===== src/rtl/lvdc_serial_capture_pkg.sv =====
// Shared types and sizing helpers for the LVDC serial capture block.
// Imported by the top level; keeps the FSM encoding in one place.
package lvdc_serial_capture_pkg;

  typedef enum logic [1:0] {
    ST_IDLE  = 2'd0,
    ST_SKIP  = 2'd1,
    ST_SHIFT = 2'd2
  } state_e;

  // Counter must hold WIDTH-1 and LEAD-1; never narrower than one bit.
  function automatic int cnt_width(input int width, input int lead);
    int m;
    m = 2;
    if (width > m) m = width;
    if (lead > m) m = lead;
    return $clog2(m);
  endfunction

endpackage


===== src/rtl/lvdc_serial_capture_shift_chan.sv =====
// One channel of the serial deserialiser: a WIDTH-bit shift register that
// advances only when EN is high, in MSB-first or LSB-first order.
module lvdc_shift_chan #(
  parameter int WIDTH     = 26,
  parameter int MSB_FIRST = 1
) (
  input  logic             CLK,
  input  logic             RST,
  input  logic             EN,
  input  logic             SDI,
  output logic [WIDTH-1:0] Q
);

  logic [WIDTH-1:0] sreg_q;
  logic [WIDTH-1:0] sreg_d;

  generate
    if (MSB_FIRST != 0) begin : g_msb
      assign sreg_d = {sreg_q[WIDTH-2:0], SDI};
    end else begin : g_lsb
      assign sreg_d = {SDI, sreg_q[WIDTH-1:1]};
    end
  endgenerate

  // NOTE: reset is synchronous, so it lives inside the clocked branch rather
  // than in the sensitivity list.
  always_ff @(posedge CLK) begin
    if (RST) begin
      sreg_q <= '0;
    end else if (EN) begin
      sreg_q <= sreg_d;
    end
  end

  assign Q = sreg_q;

endmodule


===== src/rtl/lvdc_serial_capture.sv =====
// LVDC serial capture: frames CHANNELS serial inputs on a bit strobe, hands
// completed word sets over a valid/ready holding register, flags drops/aborts.
module lvdc_serial_capture
  import lvdc_serial_capture_pkg::*;
#(
  parameter int WIDTH     = 26,
  parameter int CHANNELS  = 1,
  parameter int LEAD      = 1,
  parameter int MSB_FIRST = 1
) (
  input  logic                      CLK,
  input  logic                      RST,
  input  logic                      BIT_STB,
  input  logic                      FRAME,
  input  logic [CHANNELS-1:0]       SDI,
  output logic [CHANNELS*WIDTH-1:0] DOUT,
  output logic                      DOUT_VALID,
  input  logic                      DOUT_READY,
  output logic                      OVERRUN,
  output logic                      ABORT,
  input  logic                      CLR_FLAGS
);

  localparam int              CNT_W      = cnt_width(WIDTH, LEAD);
  localparam logic [CNT_W-1:0] WIDTH_LOAD = CNT_W'(WIDTH - 1);
  localparam logic [CNT_W-1:0] LEAD_LOAD  = CNT_W'((LEAD > 0) ? LEAD - 1 : 0);

  state_e                    state_q, state_d;
  logic [CNT_W-1:0]          cnt_q, cnt_d;
  logic                      frame_prev_q, frame_prev_d;
  logic                      done_q, done_d;
  logic [CHANNELS*WIDTH-1:0] dout_q, dout_d;
  logic                      valid_q, valid_d;
  logic                      overrun_q, overrun_d;
  logic                      abort_q, abort_d;

  logic                      frame_start;
  logic                      shift_en;
  logic                      abort_set;
  logic                      overrun_set;
  logic [CHANNELS*WIDTH-1:0] sreg;

  assign frame_start = FRAME & ~frame_prev_q;

  generate
    for (genvar i = 0; i < CHANNELS; i++) begin : g_chan
      lvdc_shift_chan #(
        .WIDTH     (WIDTH),
        .MSB_FIRST (MSB_FIRST)
      ) u_chan (
        .CLK (CLK),
        .RST (RST),
        .EN  (shift_en),
        .SDI (SDI[i]),
        .Q   (sreg[i*WIDTH +: WIDTH])
      );
    end
  endgenerate

  // Framing FSM: everything here advances only on a bit strobe.
  // NOTE: every signal driven here gets a default first, so no path can infer a latch.
  always_comb begin
    state_d      = state_q;
    cnt_d        = cnt_q;
    frame_prev_d = frame_prev_q;
    done_d       = 1'b0;
    shift_en     = 1'b0;
    abort_set    = 1'b0;
    if (BIT_STB) begin
      frame_prev_d = FRAME;
      if (frame_start) begin
        abort_set = (state_q == ST_SKIP) || (state_q == ST_SHIFT);
        if (LEAD == 0) begin
          state_d = ST_SHIFT;
          cnt_d   = WIDTH_LOAD;
        end else begin
          state_d = ST_SKIP;
          cnt_d   = LEAD_LOAD;
        end
      end else begin
        case (state_q)
          ST_SKIP: begin
            if (!FRAME) begin
              abort_set = 1'b1;
              state_d   = ST_IDLE;
            end else if (cnt_q == '0) begin
              state_d = ST_SHIFT;
              cnt_d   = WIDTH_LOAD;
            end else begin
              cnt_d = cnt_q - CNT_W'(1);
            end
          end
          ST_SHIFT: begin
            if (!FRAME) begin
              abort_set = 1'b1;
              state_d   = ST_IDLE;
            end else begin
              shift_en = 1'b1;
              if (cnt_q == '0) begin
                state_d = ST_IDLE;
                done_d  = 1'b1;
              end else begin
                cnt_d = cnt_q - CNT_W'(1);
              end
            end
          end
          default: state_d = ST_IDLE;
        endcase
      end
    end
  end

  // Holding register and sticky flags run every cycle; done arrives one
  // cycle after the final-bit strobe, once sreg holds the last bit.
  always_comb begin
    dout_d      = dout_q;
    valid_d     = valid_q;
    overrun_set = 1'b0;
    if (done_q) begin
      if (!valid_q || DOUT_READY) begin
        dout_d  = sreg;
        valid_d = 1'b1;
      end else begin
        overrun_set = 1'b1;
      end
    end else if (valid_q && DOUT_READY) begin
      valid_d = 1'b0;
    end
    overrun_d = overrun_set ? 1'b1 : (CLR_FLAGS ? 1'b0 : overrun_q);
    abort_d   = abort_set   ? 1'b1 : (CLR_FLAGS ? 1'b0 : abort_q);
  end

  // NOTE: state registers use non-blocking assignments so every flop samples
  // the pre-edge values of its neighbours.
  always_ff @(posedge CLK) begin
    if (RST) begin
      state_q      <= ST_IDLE;
      cnt_q        <= '0;
      frame_prev_q <= 1'b0;
      done_q       <= 1'b0;
      dout_q       <= '0;
      valid_q      <= 1'b0;
      overrun_q    <= 1'b0;
      abort_q      <= 1'b0;
    end else begin
      state_q      <= state_d;
      cnt_q        <= cnt_d;
      frame_prev_q <= frame_prev_d;
      done_q       <= done_d;
      dout_q       <= dout_d;
      valid_q      <= valid_d;
      overrun_q    <= overrun_d;
      abort_q      <= abort_d;
    end
  end

  assign DOUT       = dout_q;
  assign DOUT_VALID = valid_q;
  assign OVERRUN    = overrun_q;
  assign ABORT      = abort_q;

endmodule


===== config.mk =====
export PLATFORM = sky130hd
export DESIGN_NAME = lvdc_serial_capture
export DESIGN_NICKNAME = d
export VERILOG_FILES = /design/src/rtl/lvdc_serial_capture_pkg.sv /design/src/rtl/lvdc_serial_capture_shift_chan.sv /design/src/rtl/lvdc_serial_capture.sv
export SDC_FILE = /design/constraint.sdc
export NUM_CORES = 1
export LEC_CHECK = 0
export CAP_MARGIN = 20
export CORE_MARGIN = 3
export CORE_UTILIZATION = 48
export CTS_CLUSTER_SIZE = 14
export DETAILED_ROUTE_END_ITERATION = 8
export GPL_TIMING_DRIVEN = 1
export PLACE_DENSITY = 0.84
export REMOVE_ABC_BUFFERS = 1
export SLEW_MARGIN = 20
export SYNTH_ARGS = -nofsm -noshare
export SYNTH_HDL_FRONTEND = slang
export SYNTH_HIERARCHICAL = 1
export SYNTH_SLANG_ARGS = --single-unit

===== constraint.sdc =====
create_clock -name CLK -period 1.9 [get_ports CLK]
set_clock_uncertainty 0.15 [all_clocks]
set_input_delay 0.38 -clock CLK [delete_from_list [all_inputs] [get_ports CLK]]
set_output_delay 0.38 -clock CLK [all_outputs]
set_load 0.01 [all_outputs]

==> impl_metrics.json, run 1 <==
{
  "p_int_mw": 2.16,
  "maxSlewViolCount": 0,
  "ys_top_cells_by_area": "dfxtp_1, mux2i_1, nand2_1",
  "place_congestion": 0.795,
  "worst_slack_ns": -0.0356,
  "r2r-start": "state_q[0]",
  "min_from": "RST",
  "drtAntennaViolNets": 0,
  "cp-start-kind": "flip-flop",
  "grt_overflow": 0,
  "syn_area_um2": 2430,
  "cap_viol_max_count": 0,
  "rows": 25,
  "final_cells": 396,
  "synth.distinct_cells": 30,
  "root_buffer": "clkbuf_8",
  "die-height_um": 77.2,
  "cts_made_buffers": 9,
  "routedWlPerCell_um": 12.3,
  "grt_max_degree": 37,
  "pwr-share-comb_pct": 5.7,
  "num_antenna_cells": 0,
  "fp.dieW_um": 77.2,
  "core_um2": 4820,
  "critPathCaptureType": "flip-flop",
  "ios": 36,
  "outcome": "finished with violations",
  "clkSinkCount": 64,
  "hold_buffers": 0,
  "wirelength_mm": 4.86,
  "clkPwrFrac_pct": 44.8,
  "h-tree-depth": 3,
  "portBuffers": 35,
  "rsz0062_at_grt": "true",
  "yosysTopAreaCellShare_pct": 52.6,
  "area_delta_synth_final_pct": 33.8,
  "yosysWarnings": 6,
  "ys_ff_latch": 64,
  "slew_headroom_pct": 62.5,
  "vias": 1946,
  "critical_path_class": "flip-flop to flip-flop",
  "viasPerCell": 4.91,
  "synth_top_area_cell": "dfxtp_1",
  "crit_required_ns": 2.02,
  "final_nets": 335,
  "period_share_pct": 102,
  "design.die.area_um2": 5960,
  "seq_area_frac_synth_pct": 52.6,
  "antenna_found_initial": 0,
  "grt_pass1_vias": 1887,
  "p_leak_nw": 1.11,
  "arrival_ns": 2.05,
  "drt_iter0_drc": 121,
  "initial_utilization_pct": 50.5,
  "failed_checks": "negative setup slack",
  "path_max_fanout": 4,
  "tritoncts": "done",
  "switching_share_pct": 21.5,
  "drtPass1Iterations": 4,
  "finalCriticalPeriod_ns": 1.94,
  "crit_start": "state_q[0]",
  "finalSetupViolations": 3,
  "net-switching-power_mw": 0.593,
  "hold_path_class": "input port to flip-flop",
  "r2r_slack_ns": -0.04,
  "dpl.hpwl_mm": 3.01,
  "pwr-share-seq_pct": 49.5,
  "drive_above_1_share_pct": 19.1,
  "final-hold-violation-count": 0,
  "p_per_area_nw_per_um2": 844,
  "grt_util_all_layers_pct": 18.1,
  "irDropWorstVdd_mv": 0.437,
  "path_clk_slew_ns": 0.07,
  "drc": 0,
  "grt_pass1_wl_mm": 8.42,
  "clk_latency_ns": 0.33,
  "syn_avg_cell_area_um2": 8.98,
  "clk_path_buf_depth": 2,
  "syn-instance-count": 271,
  "tns_ns": -0.0817,
  "dp.cells": 379,
  "fmax_mhz": 517,
  "worst_slew_pin_slew_ns": 0.561
}
placed cells by master (no fill, tap or decap), types with 2 or more instances in the layout:
| cell type | instances |
|---|---|
| a21oi_1 | 32 |
| a21oi_2 | 2 |
| buf_4 | 22 |
| bufinv_16 | 2 |
| clkbuf_8 | 9 |
| clkdlybuf4s50_1 | 34 |
| clkinv_2 | 2 |
| clkinvlp_4 | 2 |
| dfxtp_1 | 61 |
| dfxtp_2 | 3 |
| ha_4 | 3 |
| inv_1 | 2 |
| inv_2 | 3 |
| mux2i_1 | 27 |
| nand2_1 | 57 |
| nand2b_1 | 5 |
| nor2_1 | 35 |
| nor2b_1 | 3 |
| nor4_1 | 2 |
| o21ai_0 | 2 |
worst paths after layout:
kind                    to  cells after the start
setup reg to reg  cnt_q[2]                      6
setup / recovery  cnt_q[2]                      6
hold reg to reg   DOUT[11]                      2
hold / removal      done_q                      2
cells in the mapped netlist:
cell type   n
ha_1        3
nand2_1    57
clkbuf_1   11
o21ai_0     2
nor2_1     36
nand3_1     1
a211oi_1    1
dfxtp_1    64
buf_6       1
or4b_1      1
o21ai_1     1
a221o_2     1
a21oi_1    34
or4_1       2
mux2i_1    27
nand3b_1    1
nand2b_1    5
o31ai_1     1
nor2b_1     4
buf_2       2
nor3_1      1
o21bai_1    1
o21ba_2     1
mux2_2      1
and2_1      1
inv_1       5
or3b_1      1
nor4_1      2
nor4b_1     1
buf_12      2
layer usage:
metal	global-route usage, %	wire length [um]
met5	0	0
met4	10.5	114
met3	6.57	180
met2	26.2	2220
met1	23.1	2340
cell type report:
| class | instances | area [um^2] |
|---|---|---|
| multi-input cells | 186 | 1120 |
| inverters | 5 | 18.8 |
| repair buffers | 59 | 542 |
| flip-flops and latches | 64 | 1280 |
| clock buffers | 9 | 124 |
| well taps | 67 | 83.8 |
| fillers | 410 | 1560 |
| clock inverters | 6 | 85.1 |
metrics by stage:
stage / hold WS [ns] / cell area (um^2) / util (%) / total power [mW] / setup slack [ns]
after floorplan: 0.275 / 2330 / - / 1.44 / -0.907
after detailed placement: 0.298 / 2950 / 61.2 / 1.52 / -0.276
after CTS: 0.0859 / 3210 / 66.7 / 2.77 / -0.0349
final: 0.118 / 3260 / 67.6 / 2.75 / -0.0356
after global routing: 0.106 / 3260 / 67.6 / 2.87 / -0.115
after global placement: 0.292 / 2950 / 61.2 / 1.52 / -0.241
sequential cells by signal, indices dropped and copies added (netlist names):
name	cells
state_q	2
DOUT_VALID	1
cnt_q	5
done_q	1
OVERRUN	1
frame_prev_q	1
DOUT	26
ABORT	1
g_chan.u_chan/Q	26
critical path, stage by stage, from the launching register on:
cell and delay (ns):
dfxtp_2 0.34, inv_2 0.05, ha_4 0.16, and2_4 0.15
a221o_2 0.39, or4_4 0.52, a21oi_2 0.12
timing repair:
item / in CTS / in global routing
resized for setup: 13 / 10
setup buffers: 2 / 0
pin swaps: 5 / 4
gates cloned: 0 / 0
setup endpoints to repair: 6 / 33
cells by family (layout without fill, tap and decap cells):
| family | Yosys count | in the layout | synth area share (%) |
|---|---|---|---|
| AO/OA/AOI/OAI | 42 | 42 | 9.40 |
| multiplexers | 28 | 28 | 11.6 |
| flip-flops | 64 | 64 | 52.6 |
| AND/OR/NAND/NOR | 113 | 113 | 19.9 |
| adder cells (fa/ha/maj) | 3 | 3 | 1.54 |
| buffers and inverters | 21 | 79 | 4.98 |
power groups by stage:
stage	Clock [mW]	Sequential (mW)	Combinational, mW
6_report	1.23	1.36	0.156
5_1_grt	1.34	1.36	0.172
4_1_cts	1.26	1.36	0.145
3_5_place_dp	0	1.39	0.131
3_3_place_gp	0	1.39	0.129
2_1_floorplan	0	1.39	0.0500
No activity file was read; power rests on OpenSTA's default activity.
==> run 2, diff against run 1 <==
Settings changed: SETUP_SLACK_MARGIN from default to 0.4.
==> run 2 against run 1 <==
Effect of this change: the run still ends with negative setup slack left; non-clock buffer count up 17; clock power about the same; setup slack worse by 0.046 ns; combinational power up 12%; final cell count up 4.5%; count of clock-buffer cells in the layout unchanged; highest routed layer unchanged; power up 1.5%; critical path depth unchanged; wire length up 33%; final area up 8.8%; hold slack worse by 0.027 ns.
==> impl_metrics.json, run 2 (synthesis gave the netlist of run 1 again) <==
{
  "endpoint": "cnt_q[2]",
  "hold_path_class": "input port to flip-flop",
  "viasPerCell": 5.13,
  "dp.cells": 379,
  "min_from": "RST",
  "vias": 2123,
  "tns_ns": -0.250,
  "finalSetupViolations": 7,
  "drt_iter0_drc": 195,
  "design.die.area_um2": 5960,
  "failed_checks": "negative setup slack",
  "grt_pass1_wl_mm": 10.5,
  "drive_above_1_share_pct": 28.5,
  "final-hold-violation-count": 0,
  "grt_util_met2_pct": 35.8,
  "maxSlewViolCount": 0,
  "reg2reg_depth": 6,
  "dpl.hpwl_mm": 3.01,
  "final_cells": 414,
  "power_mw": 2.79,
  "rows": 25,
  "cp_num_buf_inv": 1,
  "met3_usage_pct": 6.22,
  "cts_made_buffers": 9,
  "clk_latency_ns": 0.34,
  "path_clk_slew_ns": 0.07,
  "crit_start": "cnt_q[0]",
  "area_delta_synth_final_pct": 45.6,
  "cap_viol_max_count": 0,
  "hold_slack_ns": 0.0908,
  "ios": 36,
  "slew_headroom_pct": 75.8,
  "crit_required_ns": 2.02,
  "cp-start-kind": "flip-flop",
  "clk_path_buf_depth": 2,
  "pwr-share-seq_pct": 48.8,
  "portBuffers": 35,
  "fmax_mhz": 505,
  "cp_cell_sequence": "inv_2, ha_4, nor4b_2, a221o_2, or4_4, a21oi_2",
  "final_common_cell": "dfxtp_1",
  "drc": 0,
  "num_antenna_cells": 0,
  "wirelength_mm": 6.48,
  "r2r_slack_ns": -0.08,
  "worst_slew_pin_slew_ns": 0.362,
  "final_cell_mix": "dfxtp_1, nand2_1, nor2_1",
  "h-tree-depth": 3,
  "clkSinkCount": 64,
  "grt_overflow": 0,
  "worst_slack_ns": -0.0817,
  "antenna_found_initial": 0,
  "grt_util_met1_pct": 28.6,
  "hold_buffers": 0,
  "dpl_cell_area_um2": 2950,
  "grt_max_degree": 37,
  "p_per_area_nw_per_um2": 787,
  "net-switching-power_mw": 0.625,
  "finalInstanceArea_um2": 3540,
  "finalCriticalPeriod_ns": 1.98,
  "place_congestion": 0.795,
  "fp.dieW_um": 77.2,
  "path_max_fanout": 4,
  "initial_utilization_pct": 50.5,
  "cp_slowest_cell": "or4_4",
  "drtPass1Iterations": 4,
  "rsz0062_at_grt": "true",
  "switching_share_pct": 22.4,
  "path_depth": 6,
  "final_nets": 353,
  "arrival_ns": 2.10,
  "p_leak_nw": 1.32,
  "critical_path_class": "flip-flop to flip-flop",
  "die-height_um": 77.2,
  "irDropWorstVdd_mv": 0.557,
  "period_share_pct": 104,
  "clkPwrFrac_pct": 45.0,
  "grt-busiest-layer": "met2",
  "core_um2": 4820,
  "grt_util_all_layers_pct": 23.0,
  "r2r-start": "cnt_q[0]",
  "r2r-end": "cnt_q[2]",
  "p_int_mw": 2.17,
  "routedWlPerCell_um": 15.6,
  "drtAntennaViolNets": 0,
  "pwr-share-comb_pct": 6.2,
  "path_delay_family": "simple AND/OR/NAND/NOR gates",
  "tritoncts": "done",
  "fillCellCount": 351,
  "outcome": "finished with violations",
  "grt_pass1_vias": 2195,
  "critPathCaptureType": "flip-flop",
  "slowest_delay_ns": 0.52,
  "root_buffer": "clkbuf_8"
}
==> run 2: how the worst min path moves through the flow <==
stage / to / slack (ns) / depth (start not counted)
3_3_place_gp: DOUT[25] / 0.29 / 2
6_report: done_q / 0.09 / 2
3_5_place_dp: DOUT[11] / 0.30 / 2
5_1_grt: done_q / 0.1 / 2
4_1_cts: done_q / 0.09 / 2
2_1_floorplan: DOUT[25] / 0.28 / 2
==> run 2: timing repair <==
item                                    4_1_cts  5_1_grt
gates resized for setup                      76       40
buffers inserted                             11        3
cloned                                        6        0
pin swaps                                     7       11
endpoints found under the setup margin       89       75
==> run 2: layout make-up <==
class                           count  area, um^2  share of cell area, %
Sequential cell                    64        1290                   36.3
Multi-Input combinational cell    187        1160                   32.8
Timing Repair Buffer               76         785                   22.1
Clock buffer                        9         124                   3.49
Clock inverter                      6        85.1                   2.40
Tap cell                           67        83.8                   2.36
Inverter                            5        18.8                  0.529
==> run 2: stage by stage <==
| step | util (%) | worst slack (ns) |
|---|---|---|
| 6_report | 73.6 | -0.0817 |
| 5_1_grt | 73.6 | -0.131 |
| 4_1_cts | 72.5 | -0.0306 |
| 3_5_place_dp | 61.2 | -0.276 |
| 3_3_place_gp | 61.2 | -0.241 |
| 2_1_floorplan | - | -0.907 |
==> run 2: per-layer routing <==
layer  wire (um)  vias to the layer above  share of wire (%)
met1        2770                      990                 43
li1            -                     1041                  -
met5           0                        -                  0
met4         198                        0                3.1
met2        3170                       77                 49
met3         342                       15                5.3
==> run 2: power by group through the flow <==
| stage | logic, mW | registers [mW] | clock network, mW |
|---|---|---|---|
| finish | 0.174 | 1.36 | 1.25 |
| global route | 0.188 | 1.36 | 1.34 |
| detailed placement | 0.131 | 1.39 | 0 |
| global placement | 0.129 | 1.39 | 0 |
| CTS | 0.160 | 1.36 | 1.26 |
| floorplan | 0.0500 | 1.39 | 0 |
==> run 3, diff against run 2 <==
--- a/config.mk
+++ b/config.mk
@@ -6,7 +6,8 @@
 export NUM_CORES = 1
 export LEC_CHECK = 0
+export ABC_AREA = 1
 export CAP_MARGIN = 20
 export CORE_MARGIN = 3
-export CORE_UTILIZATION = 48
+export CORE_UTILIZATION = 49
 export CTS_CLUSTER_SIZE = 14
 export DETAILED_ROUTE_END_ITERATION = 8
--- a/constraint.sdc
+++ b/constraint.sdc
@@ -3,3 +3,3 @@
 set_input_delay 0.38 -clock CLK [delete_from_list [all_inputs] [get_ports CLK]]
 set_output_delay 0.38 -clock CLK [all_outputs]
-set_load 0.01 [all_outputs]
+set_load 0.05 [all_outputs]
==> run 3 against run 2 <==
Effect of this change: core utilization is 7.6 points lower; critical path type unchanged; critical path depth grew 3; wire length fell by 6.5%; the run now ends clean; hold slack better by 0.18 ns; sequential power about the same; non-clock buffer count down 24; via count grew 15%; combinational power rose by 70%; sequential share of layout area increased by 0.69 points; area after synthesis up 13%; count of clock-buffer cells in the layout increased by 5; power rose by 0.67%.
==> impl_metrics.json, run 3 <==
{
  "outcome": "completed",
  "async_flop_share_pct": 0,
  "reg2reg_depth": 9,
  "antenna_found_initial": 0,
  "ys_ff_latch": 64,
  "cp-start-kind": "flip-flop",
  "final_cells": 508,
  "ys.flop_type": "dfxtp_1",
  "drive_above_1_share_pct": 24.9,
  "syn_avg_cell_area_um2": 7.15,
  "grt-busiest-layer": "met2",
  "hold_buffers": 0,
  "period_share_pct": 79.9,
  "ys_top_cells_by_area": "dfxtp_1, nor2_1, nand2_1",
  "p_leak_nw": 1.49,
  "final-hold-violation-count": 0,
  "synth_top_family_by_area": "simple AND/OR/NAND/NOR gates",
  "initial_utilization_pct": 52.1,
  "die-height_um": 80.9,
  "drtPass1Iterations": 4,
  "synth_fa_ha_area_share_pct": 1.37,
  "grt_overflow": 0,
  "synth_top_area_cell": "dfxtp_1",
  "dpl_cell_area_um2": 3040,
  "critPathCaptureType": "flip-flop",
  "place_congestion": 0.767,
  "h-tree-depth": 3,
  "dp.cells": 479,
  "dpl.hpwl_mm": 3.38,
  "grt_pass1_vias": 2182,
  "grt_max_degree": 35,
  "synth.distinct_cells": 26,
  "critical_path_class": "flip-flop to flip-flop",
  "path_clk_slew_ns": 0.07,
  "core_um2": 5270,
  "crit_required_ns": 2.02,
  "grt_util_met1_pct": 22.0,
  "hold_slack_ns": 0.267,
  "synth_compound_area_share_pct": 7.29,
  "tritoncts": "done",
  "final_common_cell": "nor2_1",
  "drtAntennaViolNets": 0,
  "fillCellCount": 451,
  "irDropWorstVdd_mv": 0.610,
  "path_delay_family": "simple AND/OR/NAND/NOR gates",
  "path_max_fanout": 6,
  "routedWlPerCell_um": 11.9,
  "finalCriticalPeriod_ns": 1.52,
  "fp.dieW_um": 80.9,
  "hold_path_class": "input port to flip-flop",
  "slowest_delay_ns": 0.37,
  "ios": 36,
  "viasPerCell": 4.82,
  "seq_area_frac_synth_pct": 46.7,
  "crit_start": "state_q[1]",
  "final_cell_mix": "nor2_1, nand2_1, dfxtp_1",
  "p_per_area_nw_per_um2": 808,
  "clk_latency_ns": 0.33,
  "synth-edff-count": 0,
  "synth_common_cells": "nor2_1, nand2_1, dfxtp_1",
  "cts_made_buffers": 9,
  "yosysWarnings": 6,
  "r2r-start": "state_q[1]",
  "root_buffer": "clkbuf_8",
  "grt_pass1_wl_mm": 9.38,
  "cap_viol_max_count": 0,
  "rsz0062_at_grt": "true",
  "slew_headroom_pct": 70.5,
  "wirelength_mm": 6.06,
  "portBuffers": 35,
  "worst_slew_pin_slew_ns": 0.442,
  "num_antenna_cells": 0,
  "cp_num_buf_inv": 2,
  "maxSlewViolCount": 0,
  "r2r-end": "cnt_q[0]",
  "synth_most_common_cell": "nor2_1",
  "rows": 26,
  "area_delta_synth_final_pct": 26.7,
  "drc": 0,
  "r2r_slack_ns": 0.38,
  "drt_iter0_drc": 162,
  "cp_slowest_cell": "dfxtp_4",
  "arrival_ns": 1.63,
  "path_depth": 9,
  "cp_cell_sequence": "inv_1, ha_2, inv_2, nand2_4, a21oi_4, nand2_4, nand2_2, nand2_2, nor2_2",
  "met3_usage_pct": 2.99,
  "clkSinkCount": 64,
  "muxShareOfSynthArea_pct": 0,
  "endpoint": "cnt_q[0]",
  "clk_path_buf_depth": 2,
  "synth-simple-area-share_pct": 32.9,
  "grt_util_met2_pct": 32.1,
  "fmax_mhz": 658,
  "yosysTopAreaCellShare_pct": 46.7,
  "grt_util_all_layers_pct": 18.3,
  "finalInstanceArea_um2": 3480,
  "syn_area_um2": 2750,
  "final_nets": 443,
  "vias": 2447,
  "finalSetupViolations": 0,
  "design.die.area_um2": 6540,
  "yosys.area_share.xor_xnor_pct": 0,
  "syn-instance-count": 384
}
run 3: cell types whose count changed in the layout (fill, tap and decap cells not counted), sizes merged, moves of 26 or more:
cell	delta
nor2	+86
inv	+43
nand2	+29
mux2i	-27
a21oi	-26
o21ai	+26
run 3: tightest hold or removal path, delay by kind of cell:
family          cells  cell delay [ns]
compound gates      1             0.07
buf+inv             1             0.14
simple gates        1             0.11
run 3: repair_timing:
| item | 4_1_cts | 5_1_grt |
|---|---|---|
| cloned | 2 | 3 |
| endpoints found under the setup margin | 47 | 58 |
| endpoints found under the hold margin | 0 | 0 |
| gates resized for setup | 14 | 31 |
| setup buffers | 3 | 5 |
| pin swaps | 4 | 13 |
run 3: how the worst min path moves through the flow:
stage / endpoint / cells after the start / from
floorplan: g_chan[0].u_chan/Q[25] / 2 / g_chan[0].u_chan/Q[25]
finish: frame_prev_q / 3 / FRAME
global placement: OVERRUN / 2 / OVERRUN
detailed placement: OVERRUN / 2 / OVERRUN
global route: frame_prev_q / 3 / FRAME
CTS: OVERRUN / 2 / OVERRUN
run 3: kinds of logic (layout without fill, tap and decap cells):
kind of cell / after synthesis / count (layout)
and+or+nand+nor: 217 / 218
DFF: 64 / 64
buffers and inverters: 63 / 116
AOI/OAI and AO/OA: 37 / 37
adders and majority gates: 3 / 3
run 3: final cells by class:
cell class | count | area (um^2) | area share, %
Sequential cell | 64 | 1290 | 37.0
Multi-Input combinational cell | 258 | 1210 | 34.7
Clock inverter | 2 | 10.0 | 0.288
Clock buffer | 14 | 193 | 5.54
Tap cell | 70 | 87.6 | 2.52
Inverter | 48 | 193 | 5.54
Timing Repair Buffer | 52 | 500 | 14.4
run 3: through the flow:
| step | setup TNS [ns] | util (%) | power (mW) | setup slack (ns) |
|---|---|---|---|---|
| floorplan | -21.22 | - | 1.60 | -0.803 |
| global placement | 0 | 57.7 | 1.65 | 0.0515 |
| detailed placement | 0 | 57.7 | 1.66 | 0.0252 |
| CTS | 0 | 63.6 | 2.79 | 0.394 |
| global route | 0 | 66.0 | 2.93 | 0.316 |
| finish | 0 | 66.0 | 2.81 | 0.381 |
run 3: where the power goes:
part,internal (mW),leakage [nW],switching (mW)
clock,0.648,0.108,0.482
combinational,0.117,0.860,0.179
sequential,1.36,0.518,0.0202
total,2.13,1.49,0.682
run 3: layer usage:
metal	vias to the layer above	part of all wire, %
li1	1259	-
met1	1110	45
met2	66	48
met3	12	4.7
met4	0	1.9
met5	-	0
